File: config.mk
export PLATFORM = sky130hd
export DESIGN_NAME = plab4_net_router_input_queue_dual_domain
export DESIGN_NICKNAME = d
export VERILOG_FILES = /design/src/rtl/plab4_net_router_input_queue_dual_domain.sv
export SDC_FILE = /design/constraint.sdc
export NUM_CORES = 1
export LEC_CHECK = 0
export ABC_AREA = 1
export CORE_MARGIN = 3
export CORE_UTILIZATION = 55
export CTS_BUF_LIST = sky130_fd_sc_hd__clkbuf_8
export DETAILED_ROUTE_END_ITERATION = 10
export MAX_ROUTING_LAYER = met4
export PLACE_DENSITY = 0.83
export SYNTH_ARGS = -nofsm -noshare
export SYNTH_HDL_FRONTEND = slang
export SYNTH_SLANG_ARGS = --single-unit
File: constraint.sdc
create_clock -name clk -period 4.9 [get_ports clk]
set_input_delay 1.47 -clock clk [delete_from_list [all_inputs] [get_ports clk]]
set_output_delay 1.47 -clock clk [all_outputs]
set_load 0.01 [all_outputs]
File: src/rtl/plab4_net_router_input_queue_dual_domain.sv
// ---------------------------------------------------------------------------
// plab4_net_router_input_queue_dual_domain
//
// Input buffering for one router input port in the two-domain (d0/d1)
// network. Each incoming flit is steered by in_domain into its own per-domain
// circular FIFO. The two FIFOs share no storage, so traffic stalled in one
// domain can never block or reorder traffic in the other.
//
// Ports
//   clk, reset               clock, synchronous active-high reset
//   in_val / in_rdy / in_msg upstream flit handshake; in_rdy reflects the
//   in_domain                 FIFO chosen by in_domain (0 -> d0, 1 -> d1)
//   out_val_dX / out_rdy_dX  per-domain head handshake toward the arbiter
//   out_msg_dX / dest_dX     per-domain head flit and its dest field
//   num_free_dX              free entries per domain (credit return)
// ---------------------------------------------------------------------------
module plab4_net_router_input_queue_dual_domain #(
   parameter int p_msg_nbits   = 44,
   parameter int p_num_routers = 8,
   parameter int p_num_entries = 4,
   parameter int c_dest_nbits  = $clog2(p_num_routers),
   parameter int c_cnt_nbits   = $clog2(p_num_entries + 1)
) (
   input  logic                    clk,
   input  logic                    reset,

   input  logic                    in_val,
   output logic                    in_rdy,
   input  logic [p_msg_nbits-1:0]  in_msg,
   input  logic                    in_domain,

   output logic                    out_val_d0,
   input  logic                    out_rdy_d0,
   output logic [p_msg_nbits-1:0]  out_msg_d0,
   output logic [c_dest_nbits-1:0] dest_d0,

   output logic                    out_val_d1,
   input  logic                    out_rdy_d1,
   output logic [p_msg_nbits-1:0]  out_msg_d1,
   output logic [c_dest_nbits-1:0] dest_d1,

   output logic [c_cnt_nbits-1:0]  num_free_d0,
   output logic [c_cnt_nbits-1:0]  num_free_d1
);

   localparam int c_ptr_nbits = (p_num_entries > 1) ? $clog2(p_num_entries) : 1;

   logic [p_msg_nbits-1:0] mem     [2][p_num_entries];
   logic [c_ptr_nbits-1:0] enq_ptr [2];
   logic [c_ptr_nbits-1:0] deq_ptr [2];
   logic [c_cnt_nbits-1:0] count   [2];

   logic [1:0] full;
   logic [1:0] not_empty;
   logic [1:0] enq;
   logic [1:0] deq;

   // Pointers wrap explicitly so depth need not be a power of two.
   function automatic logic [c_ptr_nbits-1:0] ptr_inc(input logic [c_ptr_nbits-1:0] p);
      return (p == c_ptr_nbits'(p_num_entries - 1)) ? '0 : p + 1'b1;
   endfunction

   always_comb begin
      full      = '0;
      not_empty = '0;
      for (int d = 0; d < 2; d++) begin
         full[d]      = (count[d] == c_cnt_nbits'(p_num_entries));
         not_empty[d] = (count[d] != '0);
      end
   end

   // Full FIFOs refuse enqueue even if their head leaves in the same cycle.
   assign in_rdy = in_domain ? !full[1] : !full[0];

   always_comb begin
      enq    = '0;
      enq[0] = in_val && in_rdy && !in_domain;
      enq[1] = in_val && in_rdy &&  in_domain;
      deq    = '0;
      deq[0] = not_empty[0] && out_rdy_d0;
      deq[1] = not_empty[1] && out_rdy_d1;
   end

   // Storage is cleared on reset so heads never show X after reset.
   always_ff @(posedge clk) begin
      if (reset) begin
         for (int d = 0; d < 2; d++) begin
            enq_ptr[d] <= '0;
            deq_ptr[d] <= '0;
            count[d]   <= '0;
            for (int e = 0; e < p_num_entries; e++)
               mem[d][e] <= '0;
         end
      end else begin
         for (int d = 0; d < 2; d++) begin
            if (enq[d]) begin
               mem[d][enq_ptr[d]] <= in_msg;
               enq_ptr[d]         <= ptr_inc(enq_ptr[d]);
            end
            if (deq[d])
               deq_ptr[d] <= ptr_inc(deq_ptr[d]);
            if (enq[d] && !deq[d])
               count[d] <= count[d] + 1'b1;
            else if (deq[d] && !enq[d])
               count[d] <= count[d] - 1'b1;
         end
      end
   end

   assign out_val_d0  = not_empty[0];
   assign out_msg_d0  = mem[0][deq_ptr[0]];
   assign dest_d0     = out_msg_d0[p_msg_nbits-1 -: c_dest_nbits];
   assign num_free_d0 = c_cnt_nbits'(p_num_entries) - count[0];

   assign out_val_d1  = not_empty[1];
   assign out_msg_d1  = mem[1][deq_ptr[1]];
   assign dest_d1     = out_msg_d1[p_msg_nbits-1 -: c_dest_nbits];
   assign num_free_d1 = c_cnt_nbits'(p_num_entries) - count[1];

endmodule

==> flow_metrics.env, run 1 <==
export IMPL_drtPass1Iterations=7
export IMPL_clk_path_buf_depth=3
export IMPL_syn_num_nets=1485
export IMPL_r2r_start="count[1][0]"
export IMPL_synth_most_common_cell="nor2_1"
export IMPL_crit_fanout=90
export IMPL_gp_congestion=0.812
export IMPL_clock_latency_ns=0.58
export IMPL_post_drt_wl_per_cell_microns=19.2
export IMPL_fin_crit_sh_pct=90.5
export IMPL_ys_types=21
export IMPL_crit_chain="buf_4 > o21ai_0 > o22ai_1 > clkdlybuf4s50_1"
export IMPL_critPathKind="reg2out"
export IMPL_async_reset_ff_share_pct=0
export IMPL_leakagePower_nw=7.23
export IMPL_yosysWarnings=0
export IMPL_area_delta_synth_final_pct=16.3
export IMPL_syn_mean_instance_area_sq_um=11.2
export IMPL_grt_pass1_vias=11426
export IMPL_num_rows=61
export IMPL_clock_sinks=366
export IMPL_r2r_end="mem[1][17]"
export IMPL_grt_max_degree=91
export IMPL_wl_microns=38000
export IMPL_cts_tree="yes"
export IMPL_yosys_top_cells_count="543 x nor2_1, 366 x edfxtp_1, 177 x o21ai_0, 88 x o22ai_1, 75 x inv_1"
export IMPL_reg2reg_slack_ns=2.33
export IMPL_numCtsBuffers=54
export IMPL_final_max_slew_violation_count=0
export IMPL_cts_resized=0
export IMPL_ios=153
export IMPL_vias=11236
export IMPL_final_setup_worst_slack_ns=0.468
export IMPL_hold_worst_slack_ns=0.627
export IMPL_postCtsSetupRepairBufs=0
export IMPL_port_buffers=152
export IMPL_grt_setup_unrepaired="no"
export IMPL_drc=0
export IMPL_viasPerCell=5.69
export IMPL_hold_path_depth=1
export IMPL_die_w_microns=176
export IMPL_seq_area_frac_synth_pct=69.1
export IMPL_hold_viol=0
export IMPL_synthCells=1416
export IMPL_synth_top_area_share_pct=69.1
export IMPL_dpl_hpwl_microns=21800
export IMPL_synth_area_top_cells="edfxtp_1 69%, nor2_1 13%, o21ai_0 5.6%"
export IMPL_start_util_pct=56.5
export IMPL_die_y_microns=176
export IMPL_final_area_sq_um=18500
export IMPL_synth_edf_count=366
export IMPL_reg2reg_depth=9
export IMPL_fin_crit_ns=4.43
export IMPL_dp_slack_ns=0.769
export IMPL_finalSetupTns_ns=0
export IMPL_nNetsFinal=1625
export IMPL_detail_route_antenna_nets=0
export IMPL_grt_pass1_wl_microns=59400
export IMPL_synth_top_flop_cell="edfxtp_1"
export IMPL_power_density_nw_per_um2=409
export IMPL_grt_util_all_layers_pct=25.2
export IMPL_drive_gt1_share_pct=6.96
export IMPL_cap_violations=0
export IMPL_critical_path_required_ns=3.43
export IMPL_hp_start="enq_ptr[0][2]"
export IMPL_tightest_slew_ns=0.952
export IMPL_synth_seq_cells=366
export IMPL_startpoint_type="flop"
export IMPL_end_kind="output pin"
export IMPL_htreeDepth=2
export IMPL_status="finished clean"
export IMPL_synth_top_cell_by_area="edfxtp_1"
export IMPL_cts_root_buf="clkbuf_8"
export IMPL_drt_iter0_drc=1248
export IMPL_die_area_sq_um=31000
export IMPL_grt_remaining_overflow=0
export IMPL_antenna_found_initial=1
export IMPL_setup_viol=0
export IMPL_cp_data_arrival_time_ns=2.96
export IMPL_core_region_area_sq_um=28200
export IMPL_cts_hold_buffers=0
export IMPL_postPlaceCellArea_sq_um=17500
export IMPL_slowest_stage="buf_4"
export IMPL_path_clk_slew_ns=0.06
export IMPL_cp_slowest_stage_delay_ns=0.74
export IMPL_relSlewSlack_pct=36.5
export IMPL_hold_path_class="reg2reg"
export IMPL_vdd_drop_max_mv=0.227
export IMPL_syn_area_sq_um=15900
export IMPL_clock_skew_final_ns=0.0113
export IMPL_fmax_mhz=226
export IMPL_hold_path_endpoint="enq_ptr[0][2]"
## per-layer routing
| layer | GRT usage, % | wire (microns) |
|---|---|---|
| met1 | 31.4 | 13900 |
| met2 | 40.8 | 18700 |
| met3 | 5.46 | 4180 |
| met4 | 9.77 | 1170 |
| met5 | - | 0 |
## flip-flops by register name, summed over array words and instances, names as in the netlist
name and flops:
mem 352, count 6, deq_ptr 4, enq_ptr 4
## worst max path at each step
| stage | start | end | slack, ns |
|---|---|---|---|
| finish | deq_ptr[0][0] | out_msg_d0[42] | 0.47 |
| global route | deq_ptr[0][0] | out_msg_d0[42] | 0.40 |
| CTS | deq_ptr[0][0] | out_msg_d0[42] | 0.51 |
| detailed placement | in_domain | in_rdy | 0.77 |
| global placement | in_domain | in_rdy | 0.72 |
| floorplan | in_domain | mem[0][0] | 1.37 |
## kinds of logic after synthesis
kind of cell / synth area share (%)
AO/OA/AOI/OAI: 9.09
buffers and inverters: 5.84
flip-flops: 69.1
AND/OR/NAND/NOR: 14.2
adder cells (fa/ha/maj): 1.54
XOR/XNOR: 0.275
## final cells by class
| class | instances | area [sq um] |
|---|---|---|
| multi-input cells | 878 | 4010 |
| clock inverters | 37 | 170 |
| inverters | 77 | 289 |
| repair buffers | 179 | 1790 |
| well taps | 378 | 473 |
| diodes | 1 | 2.50 |
| fillers | 2006 | 9660 |
| flip-flops and latches | 366 | 11000 |
| clock buffers | 57 | 785 |
## stage by stage
| stage | power (mW) | utilization [%] | cells |
|---|---|---|---|
| global placement | 5.36 | 62.3 | 1878 |
| CTS | 7.60 | 65.7 | 1972 |
| global route | 7.89 | 65.7 | 1973 |
| detailed placement | 5.41 | 62.3 | 1878 |
| finish | 7.57 | 65.7 | 1973 |
| floorplan | 4.60 | - | 1416 |
## power breakdown
| part | internal, mW | switching [mW] | leakage [nW] | total, mW |
|---|---|---|---|---|
| sequential | 3.62 | 0.0515 | 3.79 | 3.67 |
| clock | 1.12 | 1.10 | 0.554 | 2.22 |
| combinational | 0.701 | 0.978 | 2.88 | 1.68 |
## cells in the final DEF (no fill, tap or decap)
master / count
nor2_1: 543
edfxtp_1: 366
o21ai_0: 177
clkdlybuf4s50_1: 152
inv_1: 90
o22ai_1: 88
clkbuf_8: 57
buf_4: 22
nand2_1: 21
ha_1: 18
clkinv_1: 16
nand2_2: 16
buf_12: 5
xor2_1: 4
clkinv_2: 4
inv_2: 3
nand3_1: 3
nor2_4: 2
a21oi_1: 2
diode_2: 1
nand4_1: 1
nand3_2: 1
xnor2_1: 1
fa_1: 1
bufinv_16: 1
## critical path, delay by kind of cell (launching register included)
| family | cells | cell delay [ns] |
|---|---|---|
| AOI/OAI and AO/OA | 2 | 0.61 |
| buffers and inverters | 2 | 1.37 |
| DFF | 1 | 0.36 |
No activity file was read; power rests on OpenSTA's default activity.
==> inputs of run 2 (changes only) <==
--- a/config.mk
+++ b/config.mk
@@ -6,7 +6,7 @@
 export NUM_CORES = 1
 export LEC_CHECK = 0
 export ABC_AREA = 1
-export CORE_MARGIN = 3
+export CORE_MARGIN = 2
 export CORE_UTILIZATION = 55
 export CTS_BUF_LIST = sky130_fd_sc_hd__clkbuf_8
 export DETAILED_ROUTE_END_ITERATION = 10
==> run 2 against run 1 <==
Fmax decreased by 0.88%; clock skew increased by 0.0056 ns; critical path depth unchanged; worst hold slack got worse by 0.0032 ns; clock power about the same; worst setup slack got worse by 0.039 ns; combinational power about the same; utilization decreased by 1.0 points; routed wire length increased by 0.10%; critical endpoint is now out_msg_d1[1]; power decreased by 0.33%; via count increased by 0.85%; register-to-register slack about the same.
==> flow_metrics.env, run 2 (synthesized netlist as in run 1, its figures left out) <==
export IMPL_utilization_pct=64.7
export IMPL_clock_latency_ns=0.58
export IMPL_cap_violations=0
export IMPL_clock_skew_final_ns=0.0169
export IMPL_antenna_found_initial=0
export IMPL_core_region_area_sq_um=28600
export IMPL_wl_microns=38000
export IMPL_detail_route_antenna_nets=0
export IMPL_numCtsBuffers=54
export IMPL_grt_setup_unrepaired="no"
export IMPL_final_cell_mix="543 x nor2_1, 366 x edfxtp_1, 177 x o21ai_0"
export IMPL_pwr_share_seq_pct=48.7
export IMPL_slowest_stage="buf_4"
export IMPL_switching_share_pct=28.3
export IMPL_critPathKind="reg2out"
export IMPL_nNetsFinal=1627
export IMPL_tightest_slew_ns=0.939
export IMPL_die_y_microns=174
export IMPL_cpLargestDelayFamily="buffers and inverters"
export IMPL_top_register="mem"
export IMPL_start_util_pct=55.6
export IMPL_grt_max_degree=91
export IMPL_ios=153
export IMPL_power_density_nw_per_um2=408
export IMPL_die_area_sq_um=30300
export IMPL_final_max_slew_violation_count=0
export IMPL_num_rows=62
export IMPL_combPwrFrac_pct=22.3
export IMPL_postCtsSetupRepairBufs=0
export IMPL_hold_viol=0
export IMPL_fin_crit_sh_pct=91.3
export IMPL_vdd_drop_max_mv=0.232
export IMPL_cts_root_buf="clkbuf_8"
export IMPL_final_common_cell="nor2_1"
export IMPL_path_clk_slew_ns=0.06
export IMPL_leakagePower_nw=7.23
export IMPL_status="finished clean"
export IMPL_reg_top3="mem (352), count (6)"
export IMPL_crit_fanout=90
export IMPL_cp_data_arrival_time_ns=3.00
export IMPL_grt_pass1_wl_microns=58900
export IMPL_grtUsageMet3_pct=3.85
export IMPL_die_w_microns=174
export IMPL_end_kind="output pin"
export IMPL_viasPerCell=5.72
export IMPL_cts_hold_buffers=0
export IMPL_area_delta_synth_final_pct=16.4
export IMPL_drive_gt1_share_pct=7.08
export IMPL_clk_path_buf_depth=3
export IMPL_largest_reg_flops=352
export IMPL_crit_chain="buf_4 > o21ai_0 > o22ai_1 > clkdlybuf4s50_1"
export IMPL_grt_remaining_overflow=0
export IMPL_relSlewSlack_pct=37.4
export IMPL_setup_viol=0
export IMPL_drc=0
export IMPL_fmax_mhz=224
export IMPL_cts_tree="yes"
export IMPL_post_drt_wl_per_cell_microns=19.2
export IMPL_startpoint_type="flop"
export IMPL_hold_path_class="reg2reg"
export IMPL_critPathBufInv=2
export IMPL_power_internal_mw=5.41
export IMPL_htreeDepth=2
export IMPL_finalSetupTns_ns=0
export IMPL_grt_pass1_vias=11305
export IMPL_cp_slowest_stage_delay_ns=0.73
export IMPL_power_net_switching_mw=2.14
export IMPL_fin_crit_ns=4.47
export IMPL_clock_sinks=366
export IMPL_dpl_hpwl_microns=21700
export IMPL_drt_iter0_drc=1343
export IMPL_p_total_mw=7.55
export IMPL_cts_resized=0
export IMPL_antenna_cells=0
export IMPL_drtPass1Iterations=6
export IMPL_final_cell_count_no_fill=1980
export IMPL_port_buffers=152
export IMPL_grt_util_all_layers_pct=25.7
export IMPL_grt_use_met1_pct=32.9
export IMPL_critical_path_required_ns=3.43
export IMPL_vias=11332
export IMPL_gp_congestion=0.838
export IMPL_dp_cells=1886
export IMPL_grt_busiest_layer="met2"
export IMPL_met2_usage_pct=41.2
export IMPL_p_clk_share_pct=29.1
[run 2: metrics by stage]
| stage | hold WS (ns) | area, sq um | setup slack, ns |
|---|---|---|---|
| after detailed placement | 0.619 | 17600 | 0.767 |
| after global placement | 0.602 | 17600 | 0.728 |
| after global routing | 0.655 | 18500 | 0.376 |
| after CTS | 0.626 | 18500 | 0.525 |
| after floorplan | 0.585 | 15900 | 1.37 |
| final | 0.624 | 18500 | 0.429 |
[run 2: layout make-up]
| cell class | instances | area [sq um] |
|---|---|---|
| fillers | 2043 | 10100 |
| repair buffers | 181 | 1800 |
| clock buffers | 55 | 757 |
| flip-flops and latches | 366 | 11000 |
| well taps | 384 | 480 |
| inverters | 77 | 289 |
| clock inverters | 39 | 181 |
| multi-input cells | 878 | 4010 |
[run 2: power by group through the flow]
| stage | Clock (mW) | Sequential [mW] | Combinational (mW) |
|---|---|---|---|
| after floorplan | 0 | 3.73 | 0.872 |
| after global placement | 0 | 3.73 | 1.63 |
| after detailed placement | 0 | 3.74 | 1.67 |
| after CTS | 2.21 | 3.67 | 1.68 |
| after global routing | 2.34 | 3.69 | 1.81 |
| final | 2.19 | 3.67 | 1.68 |
[run 2: worst reg2reg max path: stages (launching register included)]
cell      delay (ns)
edfxtp_1        0.40
inv_1           0.08
ha_1            0.22
ha_1            0.18
inv_1           0.07
nand3_1         0.19
nor2_4          0.25
nand2_2         0.08
nand2_2         0.40
buf_4           0.37
[run 2: routing by layer]
layer	wire, microns	up-vias
li1	-	5143
met1	14400	5426
met2	18700	664
met3	3800	99
met4	1110	0
met5	0	-
[run 2: path summary, 6_finish.rpt]
kind	from	end	slack (ns)	cells after the start
min reg2reg	enq_ptr[0][0]	enq_ptr[0][0]	0.62	1
min	enq_ptr[0][0]	enq_ptr[0][0]	0.62	1
max reg2reg	count[1][0]	mem[1][138]	2.34	9
max	deq_ptr[0][2]	out_msg_d1[1]	0.43	4
==> inputs of run 3 (changes only) <==
--- a/config.mk
+++ b/config.mk
@@ -6,12 +6,14 @@
 export NUM_CORES = 1
 export LEC_CHECK = 0
 export ABC_AREA = 1
+export ABC_CLOCK_PERIOD_IN_PS = 4900
 export CORE_MARGIN = 2
 export CORE_UTILIZATION = 55
 export CTS_BUF_LIST = sky130_fd_sc_hd__clkbuf_8
 export DETAILED_ROUTE_END_ITERATION = 10
+export DONT_BUFFER_PORTS = 1
 export MAX_ROUTING_LAYER = met4
-export PLACE_DENSITY = 0.83
+export PLACE_DENSITY = 0.76
 export SYNTH_ARGS = -nofsm -noshare
 export SYNTH_HDL_FRONTEND = slang
 export SYNTH_SLANG_ARGS = --single-unit
==> run 3 against run 2 <==
Clock skew up 0.021 ns; non-clock buffer count is 148 lower; count of clock-buffer cells in the layout increased by 3; fmax is 10% higher; cell count shrank 7.1%; routed wire length shrank 2.3%; global-route usage down 0.23 points; sequential power is essentially flat; worst setup slack better by 0.42 ns; power fell by 4.7%; critical endpoint is now out_msg_d1[26].
==> flow_metrics.env, run 3 (synthesized netlist as in run 1, its figures left out) <==
export IMPL_critical_path_required_ns=3.43
export IMPL_ios=153
export IMPL_cp_data_arrival_time_ns=2.59
export IMPL_top_register="mem"
export IMPL_die_w_microns=174
export IMPL_core_region_area_sq_um=28600
export IMPL_final_cell_mix="543 x nor2_1, 366 x edfxtp_1, 177 x o21ai_0"
export IMPL_detail_route_antenna_nets=0
export IMPL_hold_worst_slack_ns=0.624
export IMPL_regArea_sq_um=11000
export IMPL_cap_violations=0
export IMPL_cts_root_buf="clkbuf_8"
export IMPL_clock_skew_final_ns=0.0378
export IMPL_nNetsFinal=1482
export IMPL_viasPerCell=5.78
export IMPL_crit_chain="inv_2 > buf_4 > o21ai_0 > o22ai_1"
export IMPL_relSlewSlack_pct=31.8
export IMPL_area_delta_synth_final_pct=7.25
export IMPL_final_setup_worst_slack_ns=0.845
export IMPL_reg2reg_depth=9
export IMPL_drive_gt1_share_pct=8.45
export IMPL_hold_path_class="reg2reg"
export IMPL_fin_crit_sh_pct=82.8
export IMPL_startpoint_type="flop"
export IMPL_antenna_found_initial=0
export IMPL_wl_microns=37100
export IMPL_cts_hold_buffers=0
export IMPL_crit_fanout=63
export IMPL_grt_util_all_layers_pct=25.5
export IMPL_antenna_cells=0
export IMPL_vias=10627
export IMPL_port_buffers=0
export IMPL_grt_max_degree=91
export IMPL_path_clk_slew_ns=0.06
export IMPL_post_drt_wl_per_cell_microns=20.2
export IMPL_clock_latency_ns=0.60
export IMPL_fin_crit_ns=4.06
export IMPL_num_rows=62
export IMPL_grt_pass1_wl_microns=57900
export IMPL_vdd_drop_max_mv=0.241
export IMPL_gp_congestion=0.774
export IMPL_drc=0
export IMPL_fmax_mhz=247
export IMPL_slowest_stage="inv_2"
export IMPL_grt_pass1_vias=10523
export IMPL_reg2reg_slack_ns=2.04
export IMPL_die_area_sq_um=30300
export IMPL_clk_path_buf_depth=3
export IMPL_postCtsSetupRepairBufs=0
export IMPL_cts_resized=0
export IMPL_nFillCells=2351
export IMPL_cts_tree="yes"
export IMPL_drt_iter0_drc=952
export IMPL_hold_viol=0
export IMPL_critPathKind="reg2out"
export IMPL_grt_setup_unrepaired="no"
export IMPL_numCtsBuffers=57
export IMPL_start_util_pct=55.6
export IMPL_grt_remaining_overflow=0
export IMPL_multi_input_area_sq_um=4010
export IMPL_tightest_slew_ns=1.02
export IMPL_reg_top3="mem (352), count (6)"
export IMPL_final_max_slew_violation_count=0
export IMPL_dpl_hpwl_microns=21500
export IMPL_setup_viol=0
export IMPL_hold_path_depth=1
export IMPL_leakagePower_nw=6.73
export IMPL_clock_sinks=366
export IMPL_largest_reg_flops=352
export IMPL_end_kind="output pin"
export IMPL_final_common_cell="nor2_1"
export IMPL_drtPass1Iterations=7
export IMPL_utilization_pct=59.6
export IMPL_status="finished clean"
export IMPL_die_y_microns=174
export IMPL_cp_slowest_stage_delay_ns=0.75
export IMPL_power_density_nw_per_um2=422
export IMPL_finalSetupTns_ns=0
export IMPL_dp_slack_ns=1.47
export IMPL_htreeDepth=2
run 3: changes by cell type in the layout (fill, tap and decap cells not counted), sizes merged:
cell	before	now
clkdlybuf4s50	152	0
inv	95	101
buf	29	33
clkbuf	55	58
bufinv	1	2
clkinv	19	18
clkinvlp	1	0
run 3: area by class of cell:
| class | instances | share of cell area, % |
|---|---|---|
| repair buffers | 33 | 1.53 |
| multi-input cells | 878 | 23.5 |
| flip-flops and latches | 366 | 64.4 |
| inverters | 77 | 1.69 |
| clock inverters | 44 | 1.36 |
| well taps | 384 | 2.82 |
| clock buffers | 58 | 4.68 |
run 3: critical path, delay by kind of cell (launching register included):
| family | cells | cell delay (ns) |
|---|---|---|
| buffers and inverters | 2 | 1.16 |
| AOI/OAI and AO/OA | 2 | 0.41 |
| DFF | 1 | 0.39 |
run 3: stage by stage:
step | cell area (sq um) | power, mW | cells
3_5_place_dp | 16000 | 4.93 | 1738
6_report | 17100 | 7.19 | 1840
2_1_floorplan | 15900 | 4.60 | 1416
5_1_grt | 17100 | 7.49 | 1840
3_3_place_gp | 16000 | 4.89 | 1738
4_1_cts | 17100 | 7.23 | 1840
run 3: final timing paths:
| path | end | from |
|---|---|---|
| worst min-delay path | enq_ptr[0][2] | enq_ptr[0][2] |
| worst min register to register | enq_ptr[0][2] | enq_ptr[0][2] |
| worst max-delay path | out_msg_d1[26] | deq_ptr[0][2] |
| worst max register to register | mem[1][167] | count[1][0] |
run 3: metal layers:
metal  global-route usage, %  up-vias  routed length (microns)
met5                       -        -                        0
met4                    10.2        0                     1380
met3                    5.05      101                     3060
met2                    41.1      509                    18100
met1                    32.0     5160                    14600
li1                        -     4857                        -
run 3: where the power goes:
| part | internal (mW) | switching, mW |
|---|---|---|
| clock network | 1.20 | 1.13 |
| logic | 0.285 | 0.900 |
| registers | 3.62 | 0.0519 |
| total | 5.11 | 2.08 |
